### src/rtl/mem_arbiter_pkg.sv
// Shared definitions for the fetch/data memory arbiter: FSM states, owner
// codes and the grant-priority rule.
package mem_arbiter_pkg;

   localparam int CNT_W = 4;

   typedef enum logic [1:0] {
      ST_IDLE = 2'd0,
      ST_BUSY = 2'd1,
      ST_DONE = 2'd2
   } arb_state_e;

   typedef enum logic {
      OWN_IF = 1'b0,
      OWN_D  = 1'b1
   } arb_owner_e;

   // Data normally wins; after a data grant a waiting fetch goes first.
   function automatic arb_owner_e pick_owner(input logic if_p, input logic d_p,
                                             input logic last_d);
      if (d_p && (!if_p || !last_d)) return OWN_D;
      return OWN_IF;
   endfunction

endpackage

### src/rtl/mem_arbiter_lat_cnt.sv
// Access-length down-counter: loaded at grant, counts down through BUSY and
// saturates at zero.
module arb_lat_cnt
   import mem_arbiter_pkg::*;
(
   input  logic             clk,
   input  logic             rst,
   input  logic             i_load,
   input  logic [CNT_W-1:0] i_load_val,
   input  logic             i_dec,
   output logic             o_zero
);

   logic [CNT_W-1:0] r_cnt;

   always_ff @(posedge clk or posedge rst) begin
      if (rst)
         r_cnt <= '0;
      else if (i_load)
         r_cnt <= i_load_val;
      else if (i_dec && (r_cnt != '0))
         r_cnt <= r_cnt - 1'b1;
   end

   assign o_zero = (r_cnt == '0);

endmodule

### src/rtl/mem_arbiter.sv
// Two-requester (instruction fetch / data stage) arbiter in front of a
// single-port memory with a fixed MEM_LAT-cycle access.
module mem_arbiter
   import mem_arbiter_pkg::*;
#(
   parameter int ADDR_W  = 32,
   parameter int DATA_W  = 32,
   parameter int MEM_LAT = 2
) (
   input  logic              clk,
   input  logic              rst,
   input  logic              if_req,
   input  logic [ADDR_W-1:0] if_addr,
   output logic [DATA_W-1:0] if_rdata,
   output logic              if_ack,
   input  logic              d_req,
   input  logic              d_we,
   input  logic [ADDR_W-1:0] d_addr,
   input  logic [DATA_W-1:0] d_wdata,
   output logic [DATA_W-1:0] d_rdata,
   output logic              d_ack,
   output logic              mem_en,
   output logic              mem_we,
   output logic [ADDR_W-1:0] mem_addr,
   output logic [DATA_W-1:0] mem_wdata,
   input  logic [DATA_W-1:0] mem_rdata,
   output logic              stall
);

   localparam logic [CNT_W-1:0] LAT_LD = CNT_W'(MEM_LAT - 1);

   arb_state_e  r_state, w_next;
   arb_owner_e  r_owner, w_gnt_own;
   logic        r_last_d;
   logic [ADDR_W-1:0] r_addr;
   logic [DATA_W-1:0] r_wdata, r_if_rdata, r_d_rdata;
   logic        r_we;
   logic        w_grant, w_if_p, w_d_p, w_zero, w_busy, w_done;

   assign w_busy = (r_state == ST_BUSY);
   assign w_done = (r_state == ST_DONE);

   arb_lat_cnt u_lat_cnt (
      .clk        (clk),
      .rst        (rst),
      .i_load     (w_grant),
      .i_load_val (LAT_LD),
      .i_dec      (w_busy),
      .o_zero     (w_zero)
   );

   always_ff @(posedge clk or posedge rst) begin
      if (rst) r_state <= ST_IDLE;
      else     r_state <= w_next;
   end

   always_comb begin
      w_next    = r_state;
      w_grant   = 1'b0;
      w_if_p    = 1'b0;
      w_d_p     = 1'b0;
      case (r_state)
         ST_IDLE: begin
            w_if_p = if_req;
            w_d_p  = d_req;
         end
         ST_BUSY: begin
            if (w_zero) w_next = ST_DONE;
         end
         ST_DONE: begin
            // The requester being acked this cycle cannot be regranted yet.
            w_if_p = if_req && (r_owner != OWN_IF);
            w_d_p  = d_req  && (r_owner != OWN_D);
            w_next = ST_IDLE;
         end
         default: w_next = ST_IDLE;
      endcase
      w_gnt_own = pick_owner(w_if_p, w_d_p, r_last_d);
      if (w_if_p || w_d_p) begin
         w_grant = 1'b1;
         w_next  = ST_BUSY;
      end
   end

   always_ff @(posedge clk or posedge rst) begin
      if (rst) begin
         r_owner    <= OWN_IF;
         r_last_d   <= 1'b0;
         r_addr     <= '0;
         r_we       <= 1'b0;
         r_wdata    <= '0;
         r_if_rdata <= '0;
         r_d_rdata  <= '0;
      end else begin
         if (w_grant) begin
            r_owner  <= w_gnt_own;
            r_last_d <= (w_gnt_own == OWN_D);
            if (w_gnt_own == OWN_D) begin
               r_addr  <= d_addr;
               r_we    <= d_we;
               r_wdata <= d_wdata;
            end else begin
               r_addr  <= if_addr;
               r_we    <= 1'b0;
               r_wdata <= '0;
            end
         end
         if (w_busy && w_zero) begin
            if (r_owner == OWN_IF)
               r_if_rdata <= mem_rdata;
            else if (!r_we)
               r_d_rdata <= mem_rdata;
         end
      end
   end

   assign mem_en    = w_busy;
   assign mem_we    = w_busy && r_we;
   assign mem_addr  = r_addr;
   assign mem_wdata = r_wdata;
   assign if_rdata  = r_if_rdata;
   assign d_rdata   = r_d_rdata;
   assign if_ack    = w_done && (r_owner == OWN_IF);
   assign d_ack     = w_done && (r_owner == OWN_D);
   assign stall     = (if_req && !if_ack) || (d_req && !d_ack);

endmodule

### config.mk
export PLATFORM = sky130hd
export DESIGN_NAME = mem_arbiter
export DESIGN_NICKNAME = d
export VERILOG_FILES = /design/src/rtl/mem_arbiter_pkg.sv /design/src/rtl/mem_arbiter_lat_cnt.sv /design/src/rtl/mem_arbiter.sv
export SDC_FILE = /design/constraint.sdc
export NUM_CORES = 1
export LEC_CHECK = 0
export ABC_AREA = 1
export CAP_MARGIN = 20
export CORE_MARGIN = 4
export CORE_UTILIZATION = 46
export CTS_BUF_LIST = sky130_fd_sc_hd__clkbuf_8
export CTS_CLUSTER_SIZE = 20
export DETAILED_ROUTE_END_ITERATION = 7
export PLACE_DENSITY = 0.95
export RECOVER_POWER = 50
export SYNTH_ARGS = -nofsm -noshare
export SYNTH_HDL_FRONTEND = slang
export SYNTH_SLANG_ARGS = --single-unit
### constraint.sdc
create_clock -name clk -period 10.9 [get_ports clk]
set_input_delay 3.27 -clock clk [delete_from_list [all_inputs] [get_ports clk]]
set_output_delay 3.27 -clock clk [all_outputs]
set_load 0.01 [all_outputs]
==> metrics.md, run 1 <==
| Metric | Value |
|---|---|
| Outcome | `finished, violations left` |
| Failing checks | `capacitance limit, slew limit` |
| Gr ovfl total | `0` |
| Post-Synthesis Cells | `621` |
| Overall global routing resource usage | `23.9%` |
| VDD IR-drop max | `between 0.15 and 0.2 mV` |
| Slew margin rel. | `-99.1%` |
| Resized cells post-CTS | `0` |
| P_leak | `between 4 and 5 nW` |
| Total power | `roughly 2.3 mW` |
| Postcts setup bufs | `0` |
| WS Path Type | `input pin to primary output` |
| GPL Wtd Cong | `about 0.77` |
| Initial DRT Pass Iterations | `7` |
| Final #Nets | `about 1k` |
| H-tree depth | `4` |
| Min-Delay Path Class | `register to register` |
| Area added between synthesis and finish | `49.0%` |
| Setup ws final | `3100 ps` |
| Worst EP arrival | `around 4500 ps` |
| Syn Nets | `about 760` |
| Cell mode on critical path | `clkdlybuf4s50_1` |
| Via density per instance | `approximately 5.2` |
| RSZ-0062 raised after global routing | `false` |
| CTS sink count | `about 140` |
| Register area share after synthesis | `58.4%` |
| DRT iter0 DRCs | `between 400 and 500` |
| Share of cells above drive strength 1 | `approximately 5.1%` |
| Row cnt | `40` |
| Fin. max-slew vios | `around 140` |
| Primary FF master, synth | `dfrtp_1` |
| Clk buf depth | `2` |
| Yosys top cell by area | `dfrtp_1` |
| Metal3 WL | `a little over 2 mm` |
| Synth Register Bits | `between 100 and 150` |
| Slew @ Worst Pin | `approximately 3000 ps` |
| Vias in the first global route | `between 5k and 6k` |
| Synth cell types | `23` |
| Post-synth ARST share | `100%` |
| Max stage delay cell, worst path | `clkdlybuf4s50_1` |
| Initial Util | `around 48%` |
| Detail Placement HPWL | `12.2 mm` |
| Port Buffers | `around 270` |
| Die X | `121 um` |
| CTS clk-pin slew, worst paths | `~60 ps` |
| I/O Pins | `approximately 270` |
| Max Used Layer | `met4` |
| Crit end category | `primary output` |
| Cell area after synthesis | `between 5000 and 6000 um^2` |
| Type of origin of the critical path | `input pin` |
| First-pass GRT wire length | `27.3 mm` |
| WP data required | `about 7600 ps` |
| Crit Path Max Fanout | `3` |
| Antenna violations before repair | `0` |
| Die footprint | `~15000 um^2` |
| Met1 Wirelength | `6.57 mm` |
| Final Cell Area | `between 8000 and 9000 um^2` |
| Final period utilization | `71.6%` |
| Maxcap violations | `2` |
| Syn. warnings | `0` |
| Largest net degree at the start of global routing | `70` |
| CP Cell Sequence | `clkdlybuf4s50_1, o21ai_0, nand2_1, clkdlybuf4s50_1` |
| CTS tree | `yes` |
| Yosys top cell area share | `58.4%` |
| Number of remaining DRC errors | `0` |
| Synth top area cells | `dfrtp_1 (58%), nand3_1 (14%), nand2_1 (9.2%)` |
| Final core utilization | `a little under three quarters` |
| Final setup TNS | `0 ps` |
| Antenna-violating nets left | `0` |
| Setup Viol. Count Final | `0` |
| TritonCTS Buffers | `17` |
| Drt total wl | `between 15 and 20 mm` |
| Clock Skew | `8.37 ps` |
| Die Y | `121 um` |
| Number of synthesized flops with an enable pin | `0` |
| Fmax | `128 MHz` |
| Dpl cell area | `roughly 8400 um^2` |
| Crit-path max cell delay | `approximately 540 ps` |
| Worst-Skew Late Latency | `approximately 430 ps` |
| Length of routed met2 wiring | `roughly 8.6 mm` |
| WP buf/inv | `2` |
| Routed len/inst | `approximately 17 um` |
| Hold bufs inserted after CTS | `0` |
| Core area | `about 12000 um^2` |
| PD cells | `around 270 nW/um^2` |
| Ant. Diodes | `0` |
| Hold Vio Cnt, Final | `0` |
| Vias post-DR | `~5.4k` |
| Root buffer cell | `clkbuf_8` |
| Setup Slack @ Placement | `between 3000 and 4000 ps` |
| Top delay family on crit path | `buffers and inverters` |
| Min Tclk post-route | `slightly below 8000 ps` |
| Average cell area after synthesis | `9.38 um^2` |
[flip-flops by register name (all words and copies together), names as in the netlist]
register	cells
mem_wdata	32
r_state	2
r_we	1
if_rdata	32
r_last_d	1
mem_addr	32
u_lat_cnt.r_cnt	4
d_rdata	32
[layer usage]
layer  vias to the layer above  GRT usage [%]
met2                       275           39.4
met1                      2580           27.7
met3                        33           10.5
li1                       2542              -
met4                         0           8.99
met5                         -              0
[metrics by stage]
step	cells	hold WS, ps
after detailed placement	1016	457
after global routing	1045	481
after CTS	1044	474
final	1045	465
after global placement	1016	452
after floorplan	621	469
[where the power goes]
group	total (mW)	switching (mW)	internal, mW
registers	0.874	0.130	0.744
logic	1.12	0.581	0.538
clock network	0.355	0.175	0.179
[cells in the final DEF, fill, tap and decap left out, types with 4 or more instances in the layout]
cell type,instances
dlygate4sd3_1,72
clkdlybuf4s50_1,193
clkinv_2,4
inv_1,42
dfrtp_1,136
o21ai_0,65
clkbuf_8,22
nand2_1,143
nand3_1,164
nor2_1,11
[synth_stat cells (2+ instances only)]
master	instances
o21ai_1	36
inv_2	3
inv_1	41
nand4_1	2
nand2_2	2
buf_6	10
nand2_1	143
nand2_4	2
o21ai_0	3
nand3_1	165
buf_4	9
clkbuf_1	8
buf_2	14
nor2_1	11
o21ai_2	29
dfrtp_1	136
[final timing paths]
path,cells past startpoint,endpoint,slack [ps],start
max,4,stall,3100,if_req
min,2,mem_wdata[26]$_DFFE_PP0P_,460,mem_wdata[26]$_DFFE_PP0P_
max reg2reg,7,mem_addr[8]$_DFFE_PP0P_,6740,r_state[0]$_DFFE_PP0P_
min reg2reg,2,mem_wdata[26]$_DFFE_PP0P_,460,mem_wdata[26]$_DFFE_PP0P_
max in group asynchronous,3,if_rdata[10]$_DFFE_PP0P_,4900,rst
min in group asynchronous,2,mem_wdata[23]$_DFFE_PP0P_,4150,rst
[cell type report]
type	count	area (um^2)
multi-input cells	399	1860
flip-flops and latches	136	3400
clock buffers	22	303
repair buffers	269	2700
clock inverters	6	27.5
inverters	45	173
fillers	928	3530
well taps	168	210
[kinds of logic after synthesis]
kind of cell | Yosys count | synth area share, %
xor+xnor | 1 | 0.150
buf+inv | 86 | 7.76
compound gates | 68 | 7.71
simple gates | 329 | 25.7
flops | 136 | 58.4
fa+ha+maj | 1 | 0.215
[worst register-to-register path: stages, from the launching register on]
cell and delay [ps]:
dfrtp_1 400, inv_2 100, nand3_2 60, clkbuf_1 2110, nand2_1 750, buf_16 380, nand3_1 120, nand3_1 110
Power figures use the tool's default switching activity.
==> run 2, diff against run 1 <==
--- a/config.mk
+++ b/config.mk
@@ -8,11 +8,11 @@
 export ABC_AREA = 1
 export CAP_MARGIN = 20
 export CORE_MARGIN = 4
-export CORE_UTILIZATION = 46
+export CORE_UTILIZATION = 39
 export CTS_BUF_LIST = sky130_fd_sc_hd__clkbuf_8
 export CTS_CLUSTER_SIZE = 20
 export DETAILED_ROUTE_END_ITERATION = 7
-export PLACE_DENSITY = 0.95
+export PLACE_DENSITY = 0.9
 export RECOVER_POWER = 50
 export SYNTH_ARGS = -nofsm -noshare
 export SYNTH_HDL_FRONTEND = slang
==> constraint.sdc (replaced) <==
create_clock -name clk -period 6.6 [get_ports clk]
set_input_delay 1.98 -clock clk [delete_from_list [all_inputs] [get_ports clk]]
set_output_delay 1.98 -clock clk [all_outputs]
set_load 0.01 [all_outputs]
==> run 2 against run 1 <==
The run still ends with capacitance limit, slew limit left. Clock power increased by 71%. Die area increased by 17%. First-iteration DRC count decreased by 29%. Via count decreased by 1.5%. Routed wire length decreased by 0.20%. Sequential cell count unchanged.
==> metrics.md, run 2 (synthesis gave the netlist of run 1 again) <==
| Metric | Value |
|---|---|
| Clk buf depth | `2 (unchanged)` |
| Hold Slack | `465 ps (+0.672 ps)` |
| Worst-Skew Late Latency | `420 ps (about the same)` |
| First-pass GRT wire length | `26.8 mm (-1.9%)` |
| Number of remaining DRC errors | `0 (unchanged)` |
| Crit path from | `if_req` |
| Setup Viol. Count Final | `0 (unchanged)` |
| Vias in the first global route | `5263 (-2.1%)` |
| R2R Setup Slk | `3630 ps (-3110 ps)` |
| Final period utilization | `between 70 and 80%` |
| WP data required | `4620 ps (-3010 ps)` |
| CTS clk-pin slew, worst paths | `70 ps (about the same)` |
| Die Y | `130 um (+8.0%)` |
| HP Start | `mem_wdata[2]$_DFFE_PP0P_` |
| Initial Util | `39.9% (-7.8 points)` |
| H-tree depth | `4 (unchanged)` |
| Crit Path Max Fanout | `3 (unchanged)` |
| P_leak | `4.11 nW (-1.5%)` |
| Port Buffers | `265 (unchanged)` |
| Slew @ Worst Pin | `1880 ps (-1100 ps)` |
| I/O Pins | `266 (unchanged)` |
| CTS tree | `yes` |
| R2R Path Start | `u_lat_cnt.r_cnt[0]$_DFFE_PP0P_` |
| Root buffer cell | `clkbuf_8` |
| Failing checks | `capacitance limit, slew limit` |
| Crit end category | `primary output` |
| DRT iter0 DRCs | `322 (-29%)` |
| Final setup TNS | `0 ps (unchanged)` |
| Slew margin rel. | `-25.6% (+74 points)` |
| Hold Vio Cnt, Final | `0 (unchanged)` |
| Clock Skew | `11.0 ps (+2.61 ps)` |
| Largest net degree at the start of global routing | `102 (+46%)` |
| GPL Wtd Cong | `0.824 (+6.5%)` |
| CTS sink count | `136 (unchanged)` |
| Final #Nets | `1002 (unchanged)` |
| Resized cells post-CTS | `0 (unchanged)` |
| Area added between synthesis and finish | `49.3%` |
| Outcome | `finished, violations left` |
| Maxcap violations | `2 (unchanged)` |
| Final Cell Area | `8700 um^2 (+0.19%)` |
| Vias post-DR | `5346 (-1.5%)` |
| Hold bufs inserted after CTS | `0 (unchanged)` |
| Fin. max-slew vios | `102 (-26%)` |
| Drt total wl | `17.6 mm (-0.20%)` |
| Most frequent cells in the layout | `clkdlybuf4s50_1 (238), nand3_1 (164), nand2_1 (144)` |
| PD cells | `453 nW/um^2 (+67%)` |
| # fillers | `1252 (+35%)` |
| Die footprint | `17000 um^2 (+17%)` |
| Detail Placement HPWL | `12.2 mm (-0.10%)` |
| Commonest non-fill, non-tap cell in the layout | `clkdlybuf4s50_1` |
| Row cnt | `44 (+10%)` |
| Core area | `14600 um^2 (+19%)` |
| Type of origin of the critical path | `input pin` |
| Share of cells above drive strength 1 | `4.68% (-0.45 points)` |
| TritonCTS Buffers | `17 (unchanged)` |
| Min Tclk post-route | `between 5000 and 6000 ps` |
| Ant. Diodes | `0 (unchanged)` |
| Die X | `130 um (+8.0%)` |
| Multi-input gate area | `1850 um^2 (-0.60%)` |
| VDD IR-drop max | `0.272 mV (+56%)` |
| RSZ-0062 raised after global routing | `false` |
| Fmax | `192 MHz` |
| WS Path Type | `input pin to primary output` |
| Dpl cell area | `8490 um^2 (+0.56%)` |
| Routed len/inst | `16.6 um (-1.6%)` |
| Seq. cell area | `3400 um^2 (unchanged)` |
| Min-Delay Path Class | `register to register` |
| Worst EP arrival | `3220 ps (-1310 ps)` |
| Overall global routing resource usage | `20.2% (-3.8 points)` |
| Initial DRT Pass Iterations | `4 (-3)` |
| Gr ovfl total | `0 (unchanged)` |
| Antenna-violating nets left | `0 (unchanged)` |
| Antenna violations before repair | `0 (unchanged)` |
| Via density per instance | `5.04 (-2.9%)` |
| Postcts setup bufs | `0 (unchanged)` |
run 2: cell count changes in the layout (fill, tap and decap cells not counted):
cell             change
bufinv_16            +1
clkbuf_8             -2
clkdlybuf4s50_1     +45
clkinv_2             -2
clkinvlp_2           -1
clkinvlp_4           +1
dlygate4sd3_1       -45
inv_1                +1
inv_6                +1
nand2_1              +1
nand2_4              -1
o21ai_0              +1
o21ai_2              -1
run 2: per-stage QoR:
step | util [%] | power [mW] | cells | setup WS [ps]
floorplan | - | 2.44 | 621 | 981
global placement | 58.0 | 3.40 | 1032 | 1400
detailed placement | 58.2 | 3.47 | 1033 | 1390
CTS | 60.5 | 4.09 | 1060 | 1390
global route | 59.6 | 4.22 | 1060 | 1350
finish | 59.6 | 3.94 | 1060 | 1400
run 2: report_power, final:
| group | switching, mW | total, mW | internal [mW] | leakage, nW |
|---|---|---|---|---|
| Sequential | 0.219 | 1.45 | 1.23 | 1.67 |
| Clock | 0.295 | 0.607 | 0.312 | 0.182 |
| Combinational | 0.947 | 1.88 | 0.935 | 2.25 |
| Total | 1.46 | 3.94 | 2.48 | 4.11 |
run 2: worst paths after layout:
path | endpoint | cells past startpoint
max in group asynchronous | mem_wdata[23]$_DFFE_PP0P_ | 3
worst max register to register | d_rdata[27]$_DFFE_PP0P_ | 6
min in group asynchronous | d_rdata[7]$_DFFE_PP0P_ | 2
worst max-delay path | stall | 4
worst min-delay path | mem_wdata[2]$_DFFE_PP0P_ | 2
worst min register to register | mem_wdata[2]$_DFFE_PP0P_ | 2
run 2: metal layers:
layer,track usage [%],wire length (um),vias to the layer above
met4,6.30,278,0
met2,33.9,8740,232
li1,-,-,2534
met3,7.74,1820,18
met5,0,0,-
met1,24.1,6780,2562
run 2: critical path, cell delays in order:
cell and delay (ps):
clkdlybuf4s50_1 530, o21ai_0 100, nand2_1 70, clkdlybuf4s50_1 530
run 2: final cells by class:
| class | count | share of cell area (%) |
|---|---|---|
| Clock buffer | 20 | 3.17 |
| Clock inverter | 7 | 0.676 |
| Multi-Input combinational cell | 399 | 21.3 |
| Tap cell | 184 | 2.65 |
| Sequential cell | 136 | 39.1 |
| Inverter | 45 | 2.03 |
| Timing Repair Buffer | 269 | 31.0 |
==> run 3, diff against run 2 <==
==> constraint.sdc (replaced) <==
create_clock -name clk -period 4.4 [get_ports clk]
set_input_delay 1.32 -clock clk [delete_from_list [all_inputs] [get_ports clk]]
set_output_delay 1.32 -clock clk [all_outputs]
set_load 0.01 [all_outputs]
==> run 3 against run 2 <==
The flow still finishes with violations (capacitance limit, slew limit). Worst hold slack better by 8.3 ps. Power increased by 50%. Highest routed layer unchanged. Count of clock-buffer cells in the layout down 3. Sequential power increased by 50%. Largest cell class unchanged. Clock power rose by 38%.
==> metrics.md, run 3 (synthesis gave the netlist of run 1 again) <==
| Metric | Value |
|---|---|
| Crit path from | `if_req` |
| VDD IR-drop max | `0.434 mV (+59%)` |
| Hold Slack | `474 ps (+8.34 ps)` |
| Area added between synthesis and finish | `49.4% (about the same)` |
| Slew margin rel. | `-27.7% (-2.1 points)` |
| Min Tclk post-route | `3860 ps` |
| Overall global routing resource usage | `20.8% (+0.66 points)` |
| First-pass GRT wire length | `27.7 mm (+3.3%)` |
| Die footprint | `17000 um^2 (unchanged)` |
| Crit end category | `primary output` |
| Routed len/inst | `16.8 um (+1.0%)` |
| Port Buffers | `265 (unchanged)` |
| Commonest non-fill, non-tap cell in the layout | `clkdlybuf4s50_1` |
| Final setup TNS | `0 ps (unchanged)` |
| R2R Path Start | `u_lat_cnt.r_cnt[1]$_DFFE_PP0P_` |
| Min-Delay Path Class | `register to register` |
| TritonCTS Buffers | `17 (unchanged)` |
| Hold Vio Cnt, Final | `0 (unchanged)` |
| DRT iter0 DRCs | `292 (-9.3%)` |
| Antenna-violating nets left | `0 (unchanged)` |
| Ant. Diodes | `0 (unchanged)` |
| Final period utilization | `approximately 88%` |
| Clock Skew | `9.02 ps (-1.96 ps)` |
| Maxcap violations | `3 (+1)` |
| Type of origin of the critical path | `input pin` |
| Largest net degree at the start of global routing | `70 (-31%)` |
| CTS tree | `yes` |
| Worst EP arrival | `2540 ps (-680 ps)` |
| Vias in the first global route | `5405 (+2.7%)` |
| P_leak | `4.09 nW (-0.40%)` |
| Crit Path Max Fanout | `3 (unchanged)` |
| Slew @ Worst Pin | `1910 ps (+26.8 ps)` |
| PD cells | `677 nW/um^2 (+50%)` |
| Setup Viol. Count Final | `0 (unchanged)` |
| # fillers | `1234 (-1.4%)` |
| Detail Placement HPWL | `12.4 mm (+2.0%)` |
| Outcome | `finished, violations left` |
| Initial Util | `39.9% (unchanged)` |
| Hold Crit Depth | `2 (unchanged)` |
| WS Path Type | `input pin to primary output` |
| Resized cells post-CTS | `0 (unchanged)` |
| Worst-Skew Late Latency | `430 ps (about the same)` |
| Die X | `130 um (unchanged)` |
| Worst Hold Path EP | `mem_wdata[10]$_DFFE_PP0P_` |
| Antenna violations before repair | `0 (unchanged)` |
| Final #Nets | `1006 (+0.40%)` |
| Failing checks | `capacitance limit, slew limit` |
| Most frequent cells in the layout | `clkdlybuf4s50_1 (264), nand3_1 (164), nand2_1 (145)` |
| RSZ-0062 raised after global routing | `false` |
| WP data required | `3080 ps (-1540 ps)` |
| Via density per instance | `4.98 (-1.3%)` |
| Core area | `14600 um^2 (unchanged)` |
| Seq. cell area | `3400 um^2 (unchanged)` |
| Multi-input gate area | `1850 um^2 (-0.41%)` |
| Hold bufs inserted after CTS | `0 (unchanged)` |
| I/O Pins | `266 (unchanged)` |
| H-tree depth | `4 (unchanged)` |
| Vias post-DR | `5323 (-0.43%)` |
| CTS clk-pin slew, worst paths | `70 ps (about the same)` |
| R2R depth | `6 (unchanged)` |
| Critical R2R Capture | `d_rdata[24]$_DFFE_PP0P_` |
| Gr ovfl total | `0 (unchanged)` |
| Initial DRT Pass Iterations | `5 (+1)` |
| Row cnt | `44 (unchanged)` |
| GPL Wtd Cong | `0.802 (-2.6%)` |
| CTS sink count | `136 (unchanged)` |
| Share of cells above drive strength 1 | `5.31% (+0.63 points)` |
| Number of remaining DRC errors | `0 (unchanged)` |
| Fmax | `roughly 260 MHz` |
| Postcts setup bufs | `0 (unchanged)` |
| HP Start | `mem_wdata[10]$_DFFE_PP0P_` |
| Fin. max-slew vios | `166 (+63%)` |
| Drt total wl | `17.9 mm (+1.9%)` |
| Clk buf depth | `2 (unchanged)` |
| R2R Setup Slk | `1410 ps (-2220 ps)` |
| Die Y | `130 um (unchanged)` |
| Root buffer cell | `clkbuf_8` |
==> run 3: final cells by class <==
| type | instances | share of cell area (%) |
|---|---|---|
| multi-input combinational | 399 | 21.2 |
| timing repair buffer | 273 | 31.5 |
| sequential | 136 | 39.1 |
| clock inverter | 15 | 0.877 |
| clock buffer | 17 | 2.69 |
| tap | 184 | 2.65 |
| inverter | 45 | 1.98 |
==> run 3: worst max-delay path, stage by stage <==
cell and delay [ps]:
clkdlybuf4s50_1 530, o21ai_0 100, nand2_1 60, clkdlybuf4s50_1 520
==> run 3: how the worst max path moves through the flow <==
stage | to | slack [ps] | cells past startpoint
4_1_cts | stall | 540 | 4
6_report | stall | 540 | 4
2_1_floorplan | d_rdata[0]$_DFFE_PP0P_ | 1390 | 1
5_1_grt | stall | 500 | 4
3_3_place_gp | stall | 530 | 4
3_5_place_dp | stall | 540 | 4
==> run 3: stage by stage <==
| stage | cell area [um^2] | setup WS, ps | total power, mW | cells | utilization [%] |
|---|---|---|---|---|---|
| global route | 8700 | 501 | 6.33 | 1069 | 59.6 |
| finish | 8700 | 539 | 5.89 | 1069 | 59.6 |
| CTS | 8820 | 536 | 6.08 | 1068 | 60.4 |
| floorplan | 5830 | 1390 | 3.65 | 621 | - |
| global placement | 8510 | 531 | 5.10 | 1036 | 58.3 |
| detailed placement | 8510 | 541 | 5.21 | 1036 | 58.3 |
==> run 3: metal layers <==
| layer | vias up | GRT usage [%] | routed length [um] |
|---|---|---|---|
| met5 | - | 0 | 0 |
| met4 | 0 | 6.54 | 363 |
| met2 | 247 | 36.0 | 9010 |
| li1 | 2545 | - | - |
| met3 | 27 | 9.33 | 2100 |
| met1 | 2504 | 23.1 | 6470 |
==> run 3: where the power goes <==
part	internal (mW)	total, mW	switching (mW)	leakage, nW
Combinational	1.46	2.88	1.42	2.23
Clock	0.370	0.838	0.468	0.182
Sequential	1.84	2.18	0.332	1.67
Total	3.67	5.89	2.22	4.09
